`src/rtl/mips_multicycle_control.sv`:
```
// mips_multicycle_control
// Moore control FSM for a multi-cycle MIPS datapath (shared I/D memory,
// IR, A/B/ALUOut registers). Sequences R-type, lw, sw, beq and j, plus
// addi when MIPS_CTRL_ADDI_EN is defined.
//
// Ports:
//   clk, reset (async, active-low)       - clock / reset
//   OpCode[5:0]                          - IR[31:26]
//   mem_ready                            - memory completes access this cycle
//   PCWrite, PCWriteCond, IorD, MemRead, MemWrite, IRWrite, MemToReg,
//   RegDst, RegWrite, ALUSrcA, ALUSrcB[1:0], ALUOp[1:0], PCSource[1:0]
//                                        - datapath controls, decoded from state
//   state[3:0]                           - current state code (debug)
//   instr_done                           - pulse on the retiring cycle
//   illegal_op                           - pulse in DECODE on unknown opcode
//   instr_count[CNT_W-1:0]               - retired instructions, wraps
//
// Optional feature macro: MIPS_CTRL_ADDI_EN (addi support).

module mips_multicycle_control #(
    parameter int unsigned CNT_W = 32
) (
    input  logic             clk,
    input  logic             reset,
    input  logic [5:0]       OpCode,
    input  logic             mem_ready,
    output logic             PCWrite,
    output logic             PCWriteCond,
    output logic             IorD,
    output logic             MemRead,
    output logic             MemWrite,
    output logic             IRWrite,
    output logic             MemToReg,
    output logic             RegDst,
    output logic             RegWrite,
    output logic             ALUSrcA,
    output logic [1:0]       ALUSrcB,
    output logic [1:0]       ALUOp,
    output logic [1:0]       PCSource,
    output logic [3:0]       state,
    output logic             instr_done,
    output logic             illegal_op,
    output logic [CNT_W-1:0] instr_count
);

    localparam logic [5:0] OP_RTYPE = 6'b000000;
    localparam logic [5:0] OP_J     = 6'b000010;
    localparam logic [5:0] OP_BEQ   = 6'b000100;
    localparam logic [5:0] OP_ADDI  = 6'b001000;
    localparam logic [5:0] OP_LW    = 6'b100011;
    localparam logic [5:0] OP_SW    = 6'b101011;

    typedef enum logic [3:0] {
        S_FETCH  = 4'd0,
        S_DECODE = 4'd1,
        S_MEMADR = 4'd2,
        S_MEMRD  = 4'd3,
        S_MEMWB  = 4'd4,
        S_MEMWR  = 4'd5,
        S_EXEC   = 4'd6,
        S_RWB    = 4'd7,
        S_BRANCH = 4'd8,
        S_JUMP   = 4'd9,
        S_ADDIEX = 4'd10,
        S_ADDIWB = 4'd11,
        S_IDLE   = 4'd15
    } state_t;

    state_t           r_state;
    state_t           w_next;
    logic [CNT_W-1:0] r_instr_count;

    // State register
    always_ff @(posedge clk or negedge reset) begin
        if (!reset) begin
            r_state <= S_IDLE;
        end else begin
            r_state <= w_next;
        end
    end

    // Retired-instruction counter, wraps modulo 2^CNT_W
    always_ff @(posedge clk or negedge reset) begin
        if (!reset) begin
            r_instr_count <= '0;
        end else if (instr_done) begin
            r_instr_count <= r_instr_count + CNT_W'(1);
        end
    end

    // Next-state and per-state control decode
    always_comb begin
        w_next      = S_FETCH;
        PCWrite     = 1'b0;
        PCWriteCond = 1'b0;
        IorD        = 1'b0;
        MemRead     = 1'b0;
        MemWrite    = 1'b0;
        IRWrite     = 1'b0;
        MemToReg    = 1'b0;
        RegDst      = 1'b0;
        RegWrite    = 1'b0;
        ALUSrcA     = 1'b0;
        ALUSrcB     = 2'b00;
        ALUOp       = 2'b00;
        PCSource    = 2'b00;
        instr_done  = 1'b0;
        illegal_op  = 1'b0;

        case (r_state)
            S_IDLE: begin
                w_next = S_FETCH;
            end
            S_FETCH: begin
                MemRead = 1'b1;
                ALUSrcB = 2'b01;
                // PC+4 and IR load only once the instruction word is valid
                IRWrite = mem_ready;
                PCWrite = mem_ready;
                w_next  = mem_ready ? S_DECODE : S_FETCH;
            end
            S_DECODE: begin
                // Speculative branch target into ALUOut
                ALUSrcB = 2'b11;
                case (OpCode)
                    OP_LW, OP_SW: w_next = S_MEMADR;
                    OP_RTYPE:     w_next = S_EXEC;
                    OP_BEQ:       w_next = S_BRANCH;
                    OP_J:         w_next = S_JUMP;
`ifdef MIPS_CTRL_ADDI_EN
                    OP_ADDI:      w_next = S_ADDIEX;
`endif
                    default: begin
                        illegal_op = 1'b1;
                        w_next     = S_FETCH;
                    end
                endcase
            end
            S_MEMADR: begin
                ALUSrcA = 1'b1;
                ALUSrcB = 2'b10;
                w_next  = (OpCode == OP_SW) ? S_MEMWR : S_MEMRD;
            end
            S_MEMRD: begin
                MemRead = 1'b1;
                IorD    = 1'b1;
                w_next  = mem_ready ? S_MEMWB : S_MEMRD;
            end
            S_MEMWB: begin
                MemToReg   = 1'b1;
                RegWrite   = 1'b1;
                instr_done = 1'b1;
                w_next     = S_FETCH;
            end
            S_MEMWR: begin
                MemWrite   = 1'b1;
                IorD       = 1'b1;
                instr_done = mem_ready;
                w_next     = mem_ready ? S_FETCH : S_MEMWR;
            end
            S_EXEC: begin
                ALUSrcA = 1'b1;
                ALUOp   = 2'b10;
                w_next  = S_RWB;
            end
            S_RWB: begin
                RegDst     = 1'b1;
                RegWrite   = 1'b1;
                instr_done = 1'b1;
                w_next     = S_FETCH;
            end
            S_BRANCH: begin
                ALUSrcA     = 1'b1;
                ALUOp       = 2'b01;
                PCWriteCond = 1'b1;
                PCSource    = 2'b01;
                instr_done  = 1'b1;
                w_next      = S_FETCH;
            end
            S_JUMP: begin
                PCWrite    = 1'b1;
                PCSource   = 2'b10;
                instr_done = 1'b1;
                w_next     = S_FETCH;
            end
`ifdef MIPS_CTRL_ADDI_EN
            S_ADDIEX: begin
                ALUSrcA = 1'b1;
                ALUSrcB = 2'b10;
                w_next  = S_ADDIWB;
            end
            S_ADDIWB: begin
                RegWrite   = 1'b1;
                instr_done = 1'b1;
                w_next     = S_FETCH;
            end
`endif
            // Unreachable codes recover to FETCH with all controls low
            default: begin
                w_next = S_FETCH;
            end
        endcase
    end

    assign state       = r_state;
    assign instr_count = r_instr_count;

endmodule

```
`config.mk`:
```
export PLATFORM = sky130hd
export DESIGN_NAME = mips_multicycle_control
export DESIGN_NICKNAME = d
export VERILOG_FILES = /design/src/rtl/mips_multicycle_control.sv
export SDC_FILE = /design/constraint.sdc
export NUM_CORES = 1
export LEC_CHECK = 0
export ABC_AREA = 1
export CELL_PAD_IN_SITES_DETAIL_PLACEMENT = 1
export CELL_PAD_IN_SITES_GLOBAL_PLACEMENT = 1
export CORE_UTILIZATION = 31
export CTS_CLUSTER_SIZE = 30
export DETAILED_ROUTE_END_ITERATION = 10
export GPL_ROUTABILITY_DRIVEN = 0
export PLACE_DENSITY_LB_ADDON = 0.12
export RECOVER_POWER = 50
export SLEW_MARGIN = 0
export SYNTH_ARGS = -nofsm -noshare
export SYNTH_HDL_FRONTEND = slang
export SYNTH_SLANG_ARGS = --single-unit
```
`constraint.sdc`:
```
create_clock -name clk -period 1.5 [get_ports clk]
set_clock_uncertainty 0.15 [all_clocks]
set_input_delay 0.225 -clock clk [delete_from_list [all_inputs] [get_ports clk]]
set_output_delay 0.225 -clock clk [all_outputs]
set_load 0.01 [all_outputs]
```
==> summary.txt, run 1 <==
Yosys
  – Cell taking the most area after synthesis: dfrtp_1
  – Yosys reg bits: 36
  – Mapped Avg Cell Area: just over 7 um2
  – Sequential share of the synthesized area: 0.374
  – Main area contributors after synthesis: dfrtp_1 (33%), nand2_1 (19%), nor2_1 (7.3%)
  – Main combinational cell family by area after synthesis: simple AND/OR/NAND/NOR gates
  – Xor/xnor share of the synthesized area: 0.0646
  – Number of synthesized flops with an enable pin: 0
  – Yosys warning count: 0
  – Post-Synth Simple-Gate Area: 0.426
  – Net count after synthesis: 354
  – Yosys cell types: 31
  – Synth Instances: 344
  – Post-synthesis mux area share: 0
  – Post-synth top area share: 0.331
  – Complex-gate fraction of the synthesized area: 0.0222
  – Predominant post-synthesis flop cell: dfrtp_1
  – Post-Synth Adder-Cell Area: 0.00517
  – Post-Syn Area: 2420 um2
  – Asr flop ratio synth: 1.00

Global route
  – Vias in the first global route: roughly 3000
  – First-pass GRT wire length: 14400 um
  – Largest net degree at the start of global routing: 24
  – Initial antenna violation count: 0
  – GRT Overall Usage: 0.220
  – Gr ovfl total: 0

Setup path
  – Critical Path AT: about 2000 ps
  – CP required: between 1500 and 2000 ps
  – Crit end category: flop
  – CP Class: flop to flop
  – Kind of start point of the critical path: flop
  – CP max FO: 7

Finish
  – Synth-to-Final Area Change: 89.5%
  – Net count reported at finish: 539
  – Fill cell count: 891
  – Multi-input gate area: about 1600 um2
  – Commonest non-fill, non-tap cell in the layout: nand2_1
  – Final Cell Area: 4590 um2
  – Antenna Cells: 0
  – Share of layout cells above drive strength 1: 0.462
  – Most frequent cells in the layout: nand2_1 (100), buf_4 (94), buf_6 (37)
  – Area occupied by registers: 910 um2
  – Final non-filler cell total: 629

Timing
  – PnR worst setup slack: -470 ps
  – Hold Vio Cnt, Final: 0
  – Final worst path period share: 1.31
  – Max Clk Rate: 0.508 GHz
  – RSZ-0062 raised after global routing: yes
  – Final Max Tran Viols: 0
  – Min cycle time layout: 1970 ps
  – Rel. slew slack: 0.294
  – Worst-Margin Slew: 1060 ps
  – Final setup fails: 75

Status
  – Failing checks: negative setup slack
  – Status: finished, violations left

Die
  – Die width: 90.4 um
  – Die H: about 90 um
  – Core Rows: 31
  – IO Pins: 63
  – Initial Util: 0.327
  – Die area: 8170 um2
  – Floorplan core area: about 7400 um2

Place
  – Placed insts: between 500 and 600
  – Placed inst area: 3710 um2
  – Detailed Place HPWL: 6140 um
  – Port Buf Inserts: 62

Clock tree
  – Clock sink total: 36
  – Htree depth: 2
  – Clk buf depth: 2
  – Total CTS buffers: 5
  – Clk Latency, worst-skew pair: 300 ps
  – TritonCTS clock tree: built
  – Root buffer cell: clkbuf_8
  – Worst-path clk slew: 90 ps

Detailed routing
  – First drt pass iteration count: 4
  – Violation count after the first detailed-route iteration: 136
  – Drt drc: 0
  – WL per Instance: 17.8 um
  – Routed Antenna Nets: 0
  – Drt via density: 4.80
  – Final wirelength: between 10000 and 15000 um
  – Vias: slightly above 3000

Run
  – MaxCap Viol Count: 0

Power
  – Lkg Pwr: about 2.4 nW
  – Overall power: about 4.6 mW
  – Cell Pwr Density: 993 nW/um2
  – Worst VDD drop: 0.953 mV

Worst hold path
  – Worst hold path class: input port to flop
==> cell type report <==
class | count | share of cell area
multi-input cells | 252 | 0.349
clock buffers | 8 | 0.0196
inverters | 48 | 0.0423
well taps | 99 | 0.0270
flip-flops and latches | 36 | 0.198
repair buffers | 186 | 0.364
==> worst max-delay path, cell delays in order, from the launching register on <==
cell     delay, ps
dfstp_2        650
inv_2           90
nand2_4        110
nor2_4          50
nand2_2         90
nand3_4        110
buf_12         170
buf_12         140
buf_4          140
nand4_1         90
nand2_1         60
==> flip-flops by register name (all words and copies together), names as in the netlist <==
name	count
instr_count	32
state	4
==> cells in the mapped netlist (4+ instances only) <==
cell type,number
dfrtp_1,32
dfstp_2,4
inv_1,46
nand2_1,121
nand3_1,16
nand3_2,8
nand4_1,13
nor2_1,47
nor2_2,4
nor3_1,7
xnor2_1,12
xor2_1,4
==> power breakdown <==
part           leakage [nW]  internal [mW]  total (mW)  switching, mW
sequential            0.471           1.09        1.23          0.138
clock                0.0455          0.376       0.771          0.395
combinational          1.89           1.31        2.56           1.25
==> cells by family after synthesis <==
group,count (synthesis)
AND/OR/NAND/NOR,225
buffers and inverters,56
flip-flops,36
XOR/XNOR,17
AO/OA/AOI/OAI,9
adder cells (fa/ha/maj),1
==> repair_timing <==
item / in CTS / in global routing
gates resized for setup: 183 / 92
hold buffers: 1 / 0
gates cloned: 0 / 3
endpoints found under the setup margin: 89 / 71
hold endpoints to repair: 9 / 0
pin swaps: 18 / 30
setup buffers: 31 / 15
==> metrics by stage <==
step / setup TNS [ps] / hold slack [ps] / utilization / worst slack (ps)
global route: -28490 / 299 / 0.619 / -512
global placement: -18230 / 10.2 / 0.501 / -642
floorplan: -3650 / -221 / - / -161
CTS: -13370 / 244 / 0.554 / -320
detailed placement: -20260 / 20.2 / 0.501 / -719
finish: -21590 / 274 / 0.619 / -470
==> final timing paths <==
check | from | end | slack [ps] | cells past startpoint
setup / recovery | state[1] | instr_count[26] | -470 | 10
hold / removal | OpCode[5] | state[3] | 270 | 5
setup reg to reg | state[1] | instr_count[26] | -470 | 10
hold reg to reg | instr_count[31] | instr_count[31] | 360 | 2
max in group asynchronous | reset | instr_count[25] | -100 | 3
min in group asynchronous | reset | instr_count[1] | 470 | 2
==> routing by layer <==
metal / up-vias / global-route usage / routed length, um
met3: 13 / 0.0337 / 298
met2: 67 / 0.396 / 6040
met5: - / 0 / 0
li1: 1438 / - / -
met1: 1500 / 0.278 / 4690
met4: 0 / 0.0444 / 179
No activity file was read; power rests on OpenSTA's default activity.
==> run 2: changes to the inputs <==
- ABC_AREA: 1 -> 0
==> summary.txt, run 2 <==
Status
  – Failing checks: negative setup slack
  – Status: finished, violations left

Worst hold path
  – Worst hold path class: input port to flop
  – Hold Path Depth: 3 (-2)

Detailed routing
  – Vias: 2294 (-24%)
  – WL per Instance: 21.8 um (+23%)
  – Drt via density: 5.17 (+7.7%)
  – First drt pass iteration count: 4 (unchanged)
  – Final wirelength: 9700 um (-13%)
  – Violation count after the first detailed-route iteration: 111 (-18%)
  – Routed Antenna Nets: 0 (unchanged)
  – Drt drc: 0 (unchanged)

Finish
  – Max FFs per register: 32 (unchanged)
  – Synth-to-Final Area Change: 108%
  – Final non-filler cell total: 444 (-29%)
  – Commonest non-fill, non-tap cell in the layout: buf_4
  – Antenna Cells: 0 (unchanged)
  – Net count reported at finish: 378 (-30%)
  – Share of layout cells above drive strength 1: 0.607 (+0.145)
  – Most frequent cells in the layout: buf_4 (73), buf_6 (39), dfrtp_1 (29)

Setup path
  – CP max FO: 5 (-2)
  – Crit end category: flop
  – CP required: 1560 ps (+20 ps)
  – CP Class: flop to flop
  – Kind of start point of the critical path: flop
  – Critical Path AT: 2300 ps (+290 ps)
  – Depth of the most critical reg-to-reg path: 8 (-2)

Clock tree
  – TritonCTS clock tree: built
  – Root buffer cell: clkbuf_8
  – Clk Latency, worst-skew pair: 310 ps (about the same)
  – Cts hold-fix bufs: 0 (-1)
  – Htree depth: 2 (unchanged)
  – Clk buf depth: 2 (unchanged)
  – Total CTS buffers: 5 (unchanged)
  – Worst-path clk slew: 90 ps (about the same)
  – Clock sink total: 36 (unchanged)

Place
  – Port Buf Inserts: 62 (unchanged)
  – Placed insts: 394 (-32%)
  – Detailed Place HPWL: 4680 um (-24%)
  – Dpl ws: -765 ps (-45.9 ps)

Yosys
  – Count leader, synth: dfrtp_1
  – Sequential share of the synthesized area: 0.452 (+0.0785)
  – Main area contributors after synthesis: dfrtp_1 (40%), xor2_1 (7.9%), xnor2_1 (7.0%)
  – Synth Instances: 200 (-42%)
  – Mapped Avg Cell Area: 10.0 um2 (+42%)
  – Number of synthesized flops with an enable pin: 0 (unchanged)
  – Asr flop ratio synth: 1.00 (unchanged)
  – Yosys reg bits: 36 (unchanged)
  – Yosys cell types: 42 (+35%)
  – Synth top cells by count: dfrtp_1 (32), nor3_1 (21), xor2_1 (18), xnor2_1 (16)
  – Net count after synthesis: 210 (-41%)
  – Predominant post-synthesis flop cell: dfrtp_1
  – Cell taking the most area after synthesis: dfrtp_1
  – Post-Syn Area: 2000 um2 (-17%)
  – Yosys warning count: 0 (unchanged)
  – Post-synth top area share: 0.400 (+0.0694)

Die
  – Die area: 6780 um2 (-17%)
  – Die width: 82.4 um (-8.9%)
  – IO Pins: 63 (unchanged)
  – Initial Util: 0.330 (+0.00333)
  – Die H: 82.4 um (-8.9%)
  – Floorplan core area: 6060 um2 (-18%)
  – Core Rows: 28 (-9.7%)

Run
  – MaxCap Viol Count: 0 (unchanged)

Timing
  – Min cycle time layout: 2240 ps (+274 ps)
  – Final setup fails: 58 (-23%)
  – RSZ-0062 raised after global routing: yes
  – Max Clk Rate: 0.446 GHz (-12%)
  – Final worst path period share: 1.50 (+0.183)
  – PnR worst setup slack: -743 ps (-274 ps)
  – Final Max Tran Viols: 0 (unchanged)
  – Rel. slew slack: 0.350 (+0.0561)
  – Worst-Margin Slew: 975 ps (-84.1 ps)
  – Hold Vio Cnt, Final: 0 (unchanged)

Power
  – Worst VDD drop: 0.895 mV (-6.1%)
  – Lkg Pwr: 2.09 nW (-13%)
  – Cell Pwr Density: 1090 nW/um2 (+9.7%)

Global route
  – Largest net degree at the start of global routing: 37 (+54%)
  – Initial antenna violation count: 0 (unchanged)
  – GRT Overall Usage: 0.250 (+0.0294)
  – Vias in the first global route: 2410 (-20%)
  – Gr ovfl total: 0 (unchanged)
  – First-pass GRT wire length: 12400 um (-14%)
[run 2: cell count changes after synthesis, sizes merged, moves of 7 or more]
cell,before,now
nor3,7,24
nand2,122,12
inv,48,10
nor4,0,7
nand2b,0,7
xor2,5,18
nand4,13,6
nor2,55,12
nand3,25,9
[run 2: critical path, stage by stage, from the launching register on]
cell and delay [ps]:
dfstp_2 570, buf_6 120, nand4b_1 190, o21ai_4 150, buf_6 140, o2111ai_4 180
buf_12 200, nor4_4 180, xor2_1 270
[run 2: area by class of cell]
cell class / count / area [um2]
multi-input cells: 146 / 1480
inverters: 10 / 37.5
fillers: 627 / 1900
clock buffers: 6 / 82.6
repair buffers: 169 / 1550
well taps: 75 / 93.8
clock inverters: 2 / 13.8
flip-flops and latches: 36 / 910
[run 2: what timing repair did]
item,4_1_cts,5_1_grt
buffers inserted,30,23
resized for setup,208,68
pin swaps,35,23
setup endpoints to repair,89,75
cloned,0,1
[run 2: worst paths after layout]
check                                 from              end  slack (ps)
max                               state[0]  instr_count[31]        -740
min                              OpCode[4]         state[3]         230
max reg2reg                       state[0]  instr_count[31]        -740
min reg2reg                instr_count[29]  instr_count[29]         370
max in group asynchronous            reset  instr_count[13]         150
min in group asynchronous            reset   instr_count[3]         390
[run 2: per-layer routing]
metal | vias up | wire length, um | GRT usage
li1 | 1024 | - | -
met5 | - | 0 | 0
met4 | 0 | 245 | 0.107
met3 | 23 | 274 | 0.0363
met1 | 1176 | 3930 | 0.289
met2 | 71 | 5250 | 0.455
[run 2: where the power goes]
group	switching [mW]	total (mW)	leakage, nW	internal [mW]
Combinational	1.18	2.55	1.60	1.36
Clock	0.436	0.814	0.0516	0.377
Sequential	0.0960	1.17	0.435	1.08
Total	1.72	4.53	2.09	2.82
[run 2: stage by stage]
step	total power [mW]	util	TNS, ps	hold slack (ps)	area (um2)
2_1_floorplan	1.85	-	-10180	-221	2150
3_3_place_gp	2.72	0.549	-26100	302	3330
3_5_place_dp	2.77	0.549	-26850	318	3330
4_1_cts	3.99	0.642	-21510	165	3890
5_1_grt	4.66	0.687	-30890	227	4160
6_report	4.53	0.687	-27980	230	4160
[run 2: cell families after synthesis]
group,after synthesis,share of synthesized area
fa+ha+maj,1,0.00625
flops,36,0.453
compound gates,13,0.0531
xor+xnor,34,0.149
simple gates,96,0.286
mux,2,0.0106
buf+inv,18,0.0425
